<file path="config.mk">
export PLATFORM = sky130hd
export DESIGN_NAME = iter_shifter_flat
export DESIGN_NICKNAME = d
export VERILOG_FILES = /design/src/rtl/iter_shifter_if.sv /design/src/rtl/iter_shifter.sv /design/src/flat_wrapper.sv
export SDC_FILE = /design/constraint.sdc
export NUM_CORES = 1
export LEC_CHECK = 0
export CORE_ASPECT_RATIO = 1.2
export CORE_MARGIN = 8
export CORE_UTILIZATION = 35
export DETAILED_ROUTE_END_ITERATION = 7
export GPL_TIMING_DRIVEN = 1
export PLACE_DENSITY_LB_ADDON = 0.2
export SLEW_MARGIN = 20
export SYNTH_ARGS = -nofsm -noshare
export SYNTH_HDL_FRONTEND = slang
export SYNTH_SLANG_ARGS = --single-unit
</file>
<file path="constraint.sdc">
create_clock -name clk -period 2.3 [get_ports clk]
set_input_delay 0.23 -clock clk [delete_from_list [all_inputs] [get_ports clk]]
set_output_delay 0.23 -clock clk [all_outputs]
set_load 0.01 [all_outputs]
</file>
<file path="src/rtl/iter_shifter_if.sv">
// iter_shifter_if: request/result handshake bundle for iter_shifter; carries rotate only when SUROV_SHIFT_ROTATE_EN is defined
interface iter_shifter_if #(
   parameter int WIDTH = 32
);
   logic                     in_valid;
   logic                     in_ready;
   logic [WIDTH-1:0]         val;
   logic [$clog2(WIDTH)-1:0] sham;
   logic                     right_shift;
   logic                     arith_shift;
`ifdef SUROV_SHIFT_ROTATE_EN
   logic                     rotate;
`endif
   logic                     out_valid;
   logic                     out_ready;
   logic [WIDTH-1:0]         out;
   logic                     busy;
   modport master (
`ifdef SUROV_SHIFT_ROTATE_EN
      output rotate,
`endif
      output in_valid, val, sham, right_shift, arith_shift, out_ready,
      input  in_ready, out_valid, out, busy
   );
   modport slave (
`ifdef SUROV_SHIFT_ROTATE_EN
      input  rotate,
`endif
      input  in_valid, val, sham, right_shift, arith_shift, out_ready,
      output in_ready, out_valid, out, busy
   );
endinterface

</file>
<file path="src/rtl/iter_shifter.sv">
// iter_shifter: multi-cycle shifter moving at most STEP bits per clock; rotate mode compiled in by SUROV_SHIFT_ROTATE_EN
module iter_shifter #(
   parameter int WIDTH = 32,
   parameter int STEP  = 4
) (
   input logic          clk,
   input logic          rst,
   iter_shifter_if.slave bus
);
   localparam int SW = $clog2(WIDTH);
   localparam logic [SW:0] STEP_W = (SW+1)'(STEP);
   localparam logic [SW:0] WID_W  = (SW+1)'(WIDTH);
   localparam logic [1:0] IDLE  = 2'd0;
   localparam logic [1:0] SHIFT = 2'd1;
   localparam logic [1:0] DONE  = 2'd2;
   logic [1:0]       state;
   logic [SW-1:0]    rem;
   logic [WIDTH-1:0] work;
   logic             rt;
   logic             fill;
   logic [SW:0]      s;
   logic [WIDTH-1:0] nxt;
   logic             accept;
`ifdef SUROV_SHIFT_ROTATE_EN
   logic             ro;
`endif
   assign accept        = state == IDLE && bus.in_valid;
   assign bus.in_ready  = state == IDLE && !rst;
   assign bus.out_valid = state == DONE;
   assign bus.busy      = state != IDLE;
   assign bus.out       = work;
   // one iteration: shift the working register by min(STEP, rem) with the latched mode
   always_comb begin
      s   = ({1'b0, rem} < STEP_W) ? {1'b0, rem} : STEP_W;
      nxt = rt ? ((work >> s) | (fill ? ~({WIDTH{1'b1}} >> s) : '0)) : (work << s);
`ifdef SUROV_SHIFT_ROTATE_EN
      nxt = ro ? (rt ? ((work >> s) | (work << (WID_W - s))) : ((work << s) | (work >> (WID_W - s)))) : nxt;
`endif
   end
   // request capture, iteration and result hand-off
   always_ff @(posedge clk) begin
      if (rst) begin
         state <= IDLE;
         rem   <= '0;
         work  <= '0;
         rt    <= 1'b0;
         fill  <= 1'b0;
`ifdef SUROV_SHIFT_ROTATE_EN
         ro    <= 1'b0;
`endif
      end else if (accept) begin
         work  <= bus.val;
         rem   <= bus.sham;
         rt    <= bus.right_shift;
         fill  <= bus.right_shift & bus.arith_shift & bus.val[WIDTH-1];
`ifdef SUROV_SHIFT_ROTATE_EN
         ro    <= bus.rotate;
`endif
         state <= (bus.sham == '0) ? DONE : SHIFT;
      end else if (state == SHIFT) begin
         work  <= nxt;
         rem   <= rem - s[SW-1:0];
         state <= ({1'b0, rem} <= STEP_W) ? DONE : SHIFT;
      end else if (state == DONE && bus.out_ready) begin
         state <= IDLE;
      end
   end
endmodule

</file>
<file path="src/flat_wrapper.sv">
// flat-port wrapper written by rule: the top's interface ports become plain ports
module iter_shifter_flat 
#(
   parameter int WIDTH = 32,
   parameter int STEP  = 4
)
  (clk, rst, bus_in_valid, bus_val, bus_sham, bus_right_shift, bus_arith_shift, bus_out_ready, bus_in_ready, bus_out_valid, bus_out, bus_busy);
  iter_shifter_if #(.WIDTH(WIDTH)) bus_i ();
  input logic clk;
  input logic rst;
  input wire logic [$bits(bus_i.in_valid)-1:0] bus_in_valid;
  input wire logic [$bits(bus_i.val)-1:0] bus_val;
  input wire logic [$bits(bus_i.sham)-1:0] bus_sham;
  input wire logic [$bits(bus_i.right_shift)-1:0] bus_right_shift;
  input wire logic [$bits(bus_i.arith_shift)-1:0] bus_arith_shift;
  input wire logic [$bits(bus_i.out_ready)-1:0] bus_out_ready;
  output wire logic [$bits(bus_i.in_ready)-1:0] bus_in_ready;
  output wire logic [$bits(bus_i.out_valid)-1:0] bus_out_valid;
  output wire logic [$bits(bus_i.out)-1:0] bus_out;
  output wire logic [$bits(bus_i.busy)-1:0] bus_busy;
  assign bus_i.in_valid = bus_in_valid;
  assign bus_i.val = bus_val;
  assign bus_i.sham = bus_sham;
  assign bus_i.right_shift = bus_right_shift;
  assign bus_i.arith_shift = bus_arith_shift;
  assign bus_i.out_ready = bus_out_ready;
  assign bus_in_ready = bus_i.in_ready;
  assign bus_out_valid = bus_i.out_valid;
  assign bus_out = bus_i.out;
  assign bus_busy = bus_i.busy;
  iter_shifter #(.WIDTH(WIDTH), .STEP(STEP)) u_core (.clk(clk), .rst(rst), .bus(bus_i));
endmodule
</file>
======== Word level (Yosys, flattened, before mapping) ========
Index checks and enable logic that the tools add are counted.
word-level totals
  word-level logic and storage cells ...... 38
  register bits ........................... 41
  input bits .............................. 43
  output and inout port bits .............. 35
cells by class
  equality and inequality tests ........... 2
  bitwise logic cells ..................... 4
  magnitude comparators ................... 2
  reduce and logical (&&, ||, !) cells .... 9
  mux-type cells .......................... 12
  add/sub/neg operators ................... 1
  shift-type cells ........................ 3
operators with widths
  cell                                                            number
  2-to-1 mux 32 bit                                               4
  NOT 32 bit                                                      1
  bitwise OR 32 bit                                               1
  left shift 32 x 6 -> 32 bit                                     1
  right shift 32 x 6 -> 32 bit                                    1
  right shift 32 x 6 -> 32 bit, first input constant              1
  2-to-1 mux 5 bit                                                3
  2-to-1 mux 2 bit                                                5
  less-or-equal comparator 5 x 3 -> 1 bit, second input constant  1
  zero test 5 bit                                                 1
  < comparator 5 x 3 -> 1 bit, second input constant              1
  subtractor 5 bit                                                1
  nonzero test 2 bit                                              2
  logical AND 1 bit                                               3
  nonzero test 3 bit                                              1
  AND 1 bit                                                       2
  equality test 2 x 1 -> 1 bit, second input constant             1
  equality test 2 bit, second input constant                      1
  zero test 2 bit                                                 1
  zero test 1 bit                                                 1

======== Logic depth before layout (Yosys ltp) ========
Gate-level depths: netlist of the first run.
  depth in word-level cells ............... 9
  depth in mapped cells ................... 11
  gate-level depth less buffers ........... 8

======== Least setup slack after synthesis of the first run ========
No wires, ideal clock.
  path type ............................... register to register
  start point ............................. register u_core.rem[2]
  end point ............................... register u_core.work[27], in the netlist u_core.bus.out[27]
  cell stages (with the launch flop) ...... 9
  arrival time ............................ 1.987 ns
  data required time ...................... 2.199 ns
  setup time .............................. 0.101 ns
  setup slack ............................. 0.212 ns
  clock period less this slack ............ 2.088 ns
  path through ............................ dfxtp_1 -> buf_6 -> or4b_1 -> buf_2 -> buf_6 -> mux2i_1 -> a221oi_1 -> a211oi_1 -> o41ai_1
between the ends
  cells in the longest elaborated chain, start to end .. 9
  elaborated cells on any way between the ends .. 11
  classes of those cells .................. order compare (1); shift (3); mux (5); bitwise (2)
ends and longest elaborated chain
  item                          line                source
  start, declared               iter_shifter.sv:17  logic [SW-1:0] rem;
  start signal, assigned        iter_shifter.sv:53  rem <= bus.sham;
  start signal, assigned        iter_shifter.sv:62  rem <= rem - s[SW-1:0];
  < comparator 5 x 3 -> 1 bit   iter_shifter.sv:34  s = ({1'b0, rem} < STEP_W) ? {1'b0, rem} : STEP_W;
  2-to-1 mux 5 bit *            iter_shifter.sv:34
  right shift 32 x 6 -> 32 bit  iter_shifter.sv:35  nxt = rt ? ((work >> s) | (fill ? ~({WIDTH{1'b1}} >> s) : '0)) : (work << s);
  NOT 32 bit                    iter_shifter.sv:35
  2-to-1 mux 32 bit             iter_shifter.sv:35
  bitwise OR 32 bit             iter_shifter.sv:35
  2-to-1 mux 32 bit *           iter_shifter.sv:35
  2-to-1 mux 32 bit *           iter_shifter.sv:60  end else if (state == SHIFT) begin
  2-to-1 mux 32 bit *           iter_shifter.sv:51  end else if (accept) begin
  end signal, assigned          iter_shifter.sv:52  work <= bus.val;
  end signal, assigned          iter_shifter.sv:61  work <= nxt;
  end, declared                 iter_shifter.sv:18  logic [WIDTH-1:0] work;
Every way passes the cells marked *; elsewhere a longest branch is shown, timed or not. The select of a mux whose other input is x is not followed.
A chain may end at the register's enable or synchronous reset.

======== Worst setup path after layout of the first run ========
Ends and elaborated chain as after synthesis.

==> results.cfg, run 1 <==
[drt]
route.detailed.drc = 0
detail_route.wl_per_cell_um = 23.4
drt-vias-per-instance = 6.56
detailed_router_iteration_count_before_antenna_repair = 5
detailroute.via_count = 5553
drt.antenna.violating_nets = 0
dr.first_iter.drc_count = 781
drt_wl_total_um = 19900

[clock_network]
clock_tree.htree_level_count = 2
clock_tree.root_cell = clkbuf_16
cts_tree = yes
clock-sinks = 41
postCtsSetupBuffers = 0
ctsResizeCount = 0
holdBufCountCts = 0
path_clk_slew_ns = 0.06
number_of_buffers_added_by_the_clock_tree_synthesis_step = 5
clock_path_buffers = 2
clock_latency_ns = 0.29

[timing]
timing_worst_slew_pin_value_ns = 0.533
fmaxAchievable_mhz = 457
hold-worst-slack_ns = 0.513
timing.final.max_slew_violations = 0
grt_setup_unrepaired = no
clock-skew-final_ns = 0.00798
finalCritPeriodShare_pct = 95.2
fin_crit_ns = 2.19
report.final.hold_viol_count = 0
finalSetupViolCount = 0
tns_ns = 0
timing.max_slew.rel_slack_pct = 64.5

[grt]
groute.usage.overall_pct = 23.1
antenna_found_initial = 0
global_route.overflow_total = 0
grt_pass1_vias = 5367
maximum_number_of_pins_on_one_net_before_global_route_repair = 40
grt_first_pass_wirelength_um = 31000

[power]
power.sequential.fraction_pct = 27.9
net-switching-power_mw = 1.84
switching_share_pct = 45.2
p_leak_nw = 1.98
p_int_mw = 2.23
power.density_mw_per_mm2 = 719
power.share.combinational_pct = 52.8
ir_worst_vdd_uv = 333
power.clock.fraction_pct = 19.3

[synth]
synth-edff-count = 0
yosysTopAreaCell = dfxtp_1
post_synth_num_cell_types = 65
synth.net_count = 669
synth.area.top_cells = dfxtp_1, mux2i_1, nand2_1
synth_ff_type = dfxtp_1
synthDominantCellAreaShare_pct = 18.5
async_reset_ff_share_pct = 0
synth.yosys.seq_area_share_pct = 18.5
postSynthCellCount = 625
synth_area_per_cell_um2 = 7.08
synth_commonest_cells = nand2_1, a21oi_1, nor2_1
mappedNetlistArea_mm2 = 0.00443
most_frequently_used_cell_type_in_the_post_synthesis_netlist = nand2_1
yosysWarnings = 0
ys_ff_latch = 41

[cells_and_area]
num_antenna_cells = 0
final_nets = 726
drive_above_1_share_pct = 13.3
synthToLayoutAreaGrowth_pct = 27.7
final.fill_count = 1318

[setup_path]
worst_r2r_startpoint = u_core.rem[2]$_SDFFE_PP0P_
worstSetupEndpointType = flop
critPathCapture = u_core.bus.out[27]$_SDFFE_PP0P_
capturing_point_of_the_worst_reg2reg_path = u_core.bus.out[27]$_SDFFE_PP0P_
r2r.worst_path.cells = 6
critPathMaxFanout = 39
setup.reg_to_reg.worst_slack_ns = 0.11
worst-endpoint-arrival_ns = 2.37
path_class = flop to flop
worst_setup_path_startpoint = u_core.rem[2]$_SDFFE_PP0P_
worst_ep_required_time_ns = 2.49
setup.worst_path.start_class = flop

[floorplanning]
placementRows = 45
fp.dieArea_mm2 = 0.0165
initial_utilization_pct = 35.4
core_area_mm2 = 0.0125
fp.dieW_um = 119
fp.dieH_um = 139
pin_count = 78

[min_path]
hold_start = bus_right_shift
worst_hold_path_type = input pin to flop

[place]
io_buffer_count = 77
routabilityCongestion = 0.955
dp.final_hpwl_um = 14100

[run]
drv_cap = 0

[run_status]
status = finished clean
-- through the flow --
stage	std cells	setup slack (ns)	util, %	cell area [um2]	total power [mW]
global placement	839	0.206	44.0	5500	3.24
finish	847	0.111	45.2	5650	4.07
global route	847	0.0130	45.2	5650	4.27
floorplan	625	0.212	-	4430	2.34
detailed placement	839	0.178	44.0	5500	3.24
CTS	847	0.165	45.2	5650	4.03
-- worst min path at each step --
stage | end | cells after the start
6_report | u_core.rt$_SDFFE_PP0P_ | 3
3_3_place_gp | u_core.fill$_SDFFE_PP0P_ | 2
4_1_cts | u_core.rt$_SDFFE_PP0P_ | 3
3_5_place_dp | u_core.fill$_SDFFE_PP0P_ | 2
5_1_grt | u_core.rt$_SDFFE_PP0P_ | 3
2_1_floorplan | u_core.rt$_SDFFE_PP0P_ | 2
-- per-layer routing --
layer	global-route usage, %	wire length, um	share of wire [%]
met1	29.8	8130	41
met2	36.7	8990	45
met5	0	0	0
met4	10.0	717	3.6
met3	4.36	2020	10
-- area by class of cell --
cell class              count  area (um2)  share of cell area, %
inverters                  10        37.5                  0.664
flip-flops and latches     41         822                   14.5
repair buffers            131        1210                   21.5
clock inverters             1        5.00                 0.0885
clock buffers               7         153                   2.70
multi-input cells         493        3220                   56.9
well taps                 164         205                   3.63
-- sequential cells by signal, summed over array words and instances, names as in the netlist --
signal	count
u_core.bus.out	32
u_core.fill	1
u_core.rem	5
u_core.rt	1
u_core.state	2
-- cells by family after synthesis --
| kind of cell | share of synthesized area [%] |
|---|---|
| AOI/OAI and AO/OA | 32.7 |
| and+or+nand+nor | 23.0 |
| buffers and inverters | 9.19 |
| muxes | 16.2 |
| DFF | 18.5 |
| adders and majority gates | 0.283 |
| other | 0.0847 |
-- layout by cell type, fill, tap and decap left out, types with 10 or more instances in the layout --
master	netlist	routed
o22ai_1	17	17
mux2i_1	48	48
nor3_1	12	12
a221oi_1	16	16
nand3_1	26	26
o21ai_0	40	40
a211oi_1	17	17
inv_1	10	10
clkdlybuf4s50_1	0	77
nor2_1	51	51
a21oi_1	54	54
nand2_1	87	87
buf_4	1	51
dfxtp_1	41	40
-- worst max-delay path, stage by stage, from the launching register on --
cell and delay, ns:
dfxtp_1 0.32, or4b_1 0.58, buf_12 0.22, mux2i_1 0.18, a221oi_1 0.33, a211oi_1 0.10, o41ai_1 0.33
-- power groups by stage --
stage,registers [mW],logic (mW),clock network [mW]
finish,1.13,2.15,0.784
global route,1.14,2.30,0.822
floorplan,0.960,1.38,0
detailed placement,1.13,2.11,0
global placement,1.13,2.11,0
CTS,1.11,2.12,0.793
Note: power is estimated with default switching activity, not from simulation.
==> run 2: changes to the inputs <==
--- a/config.mk
+++ b/config.mk
@@ -7,7 +7,7 @@
 export LEC_CHECK = 0
 export CORE_ASPECT_RATIO = 1.2
 export CORE_MARGIN = 8
-export CORE_UTILIZATION = 35
+export CORE_UTILIZATION = 55
 export DETAILED_ROUTE_END_ITERATION = 7
 export GPL_TIMING_DRIVEN = 1
 export PLACE_DENSITY_LB_ADDON = 0.2
==> results.cfg, run 2 (synthesis results as in run 1) <==
[run_status]
status = finished clean

[floorplanning]
fp.dieW_um = 97.9
core_area_mm2 = 0.00797
placementRows = 36
initial_utilization_pct = 55.5
pin_count = 78
fp.dieH_um = 114
fp.dieArea_mm2 = 0.0112

[grt]
maximum_number_of_pins_on_one_net_before_global_route_repair = 40
grt_first_pass_wirelength_um = 30100
grt_pass1_vias = 5335
antenna_found_initial = 0
groute.usage.overall_pct = 33.5
global_route.overflow_total = 0

[min_path]
hold_start = bus_right_shift
timing.hold.worst_path_depth = 3
hold_end = u_core.rt$_SDFFE_PP0P_
worst_hold_path_type = input pin to flop

[power]
power.clock.fraction_pct = 14.0
p_int_mw = 2.00
post-layout-total-power_mw = 3.80
power.sequential.fraction_pct = 29.6
ir_worst_vdd_uv = 409
net-switching-power_mw = 1.80
power.density_mw_per_mm2 = 695
p_leak_nw = 1.92
switching_share_pct = 47.5
power.share.combinational_pct = 56.4

[clock_network]
clock_path_buffers = 2
clock_tree.htree_level_count = 2
ctsResizeCount = 0
cts_tree = yes
clock_tree.root_cell = clkbuf_8
holdBufCountCts = 0
clock_latency_ns = 0.32
number_of_buffers_added_by_the_clock_tree_synthesis_step = 5
postCtsSetupBuffers = 0
path_clk_slew_ns = 0.08
clock-sinks = 41

[drt]
detailed_router_iteration_count_before_antenna_repair = 6
route.detailed.drc = 0
drt_wl_total_um = 19000
dr.first_iter.drc_count = 669
drt-vias-per-instance = 7.30
detailroute.via_count = 5627
detail_route.wl_per_cell_um = 24.6
drt.antenna.violating_nets = 0

[cells_and_area]
final_nets = 720
area_taken_by_multi_input_logic_gates_mm2 = 0.00322
final_util_pct = 68.6
largest_register_ffs = 32
synthToLayoutAreaGrowth_pct = 23.6
final-seq-area_um2 = 821
layout_common_cells = nand2_1, clkdlybuf4s50_1, a21oi_1, nor2_1, mux2i_1
drive_above_1_share_pct = 12.4
mostFrequentLayoutCell = nand2_1
final.fill_count = 714
num_antenna_cells = 0

[timing]
report.final.hold_viol_count = 0
grt_setup_unrepaired = no
fin_crit_ns = 2.22
clock-skew-final_ns = 0.00534
finalSetupViolCount = 0
tns_ns = 0
timing.final.max_slew_violations = 0
finalCritPeriodShare_pct = 96.4
timing_worst_slew_pin_value_ns = 1.09
fmaxAchievable_mhz = 451
hold-worst-slack_ns = 0.490
timing.max_slew.rel_slack_pct = 27.3

[setup_path]
timing.critical_path.slowest_cell_delay_ns = 0.51
capturing_point_of_the_worst_reg2reg_path = u_core.bus.out[27]$_SDFFE_PP0P_
worst_ep_required_time_ns = 2.52
worst_path_max_delay_cell = or4b_1
path_class = flop to flop
critPathMaxFanout = 39
timing.critical_path.cells = or4b_1 -> buf_12 -> mux2i_1 -> a221oi_1 -> a211oi_1 -> o41ai_1
r2r.worst_path.cells = 6
setup.reg_to_reg.worst_slack_ns = 0.08
setup.worst_path.start_class = flop
worstSetupEndpointType = flop
worst_r2r_startpoint = u_core.rem[0]$_SDFFE_PP0P_
worst-endpoint-arrival_ns = 2.44

[run]
drv_cap = 0

[place]
routabilityCongestion = 0.991
dp.final_hpwl_um = 13100
io_buffer_count = 77
==> run 2: worst max-delay path by stage <==
stage / from / endpoint / depth (start not counted)
2_1_floorplan: u_core.rem[2]$_SDFFE_PP0P_ / u_core.bus.out[27]$_SDFFE_PP0P_ / 8
3_3_place_gp: bus_in_valid / u_core.bus.out[1]$_SDFFE_PP0P_ / 7
3_5_place_dp: bus_in_valid / u_core.bus.out[1]$_SDFFE_PP0P_ / 7
4_1_cts: u_core.rem[2]$_SDFFE_PP0P_ / u_core.bus.out[7]$_SDFFE_PP0P_ / 7
5_1_grt: u_core.rem[2]$_SDFFE_PP0P_ / u_core.bus.out[7]$_SDFFE_PP0P_ / 7
6_report: u_core.rem[0]$_SDFFE_PP0P_ / u_core.bus.out[27]$_SDFFE_PP0P_ / 6
==> run 2: area by class of cell <==
class | instances | share of cell area (%)
Multi-Input combinational cell | 493 | 58.9
Tap cell | 95 | 2.17
Inverter | 10 | 0.686
Sequential cell | 41 | 15.0
Clock buffer | 7 | 1.58
Timing Repair Buffer | 125 | 21.7
==> run 2: power groups by stage <==
| stage | clock (mW) | combinational, mW | sequential (mW) |
|---|---|---|---|
| 2_1_floorplan | 0 | 1.38 | 0.960 |
| 3_3_place_gp | 0 | 2.05 | 1.12 |
| 3_5_place_dp | 0 | 2.07 | 1.12 |
| 4_1_cts | 0.535 | 2.08 | 1.11 |
| 5_1_grt | 0.563 | 2.28 | 1.14 |
| 6_report | 0.531 | 2.14 | 1.13 |
==> run 2: stage by stage <==
| stage | setup WS, ns | std cells | instance area (um2) |
|---|---|---|---|
| 2_1_floorplan | 0.212 | 625 | 4430 |
| 3_3_place_gp | 0.145 | 764 | 5380 |
| 3_5_place_dp | 0.126 | 764 | 5380 |
| 5_1_grt | 0.00196 | 771 | 5470 |
| 4_1_cts | 0.136 | 771 | 5460 |
| 6_report | 0.0828 | 771 | 5470 |
==> run 2: per-layer routing <==
metal  vias up  wire length (um)  global-route usage [%]
met5         -                 0                       0
met4         0               912                    18.1
met3        83              2730                    8.52
met2       522              8330                    50.7
met1      2566              7000                    42.6
li1       2456                 -                       -
==> run 2: worst max-delay path: cells and delay by family (launching register included) <==
| family | cells | cell delay, ns |
|---|---|---|
| AOI/OAI and AO/OA | 3 | 0.76 |
| DFF | 1 | 0.42 |
| buffers and inverters | 1 | 0.22 |
| muxes | 1 | 0.18 |
| and+or+nand+nor | 1 | 0.51 |
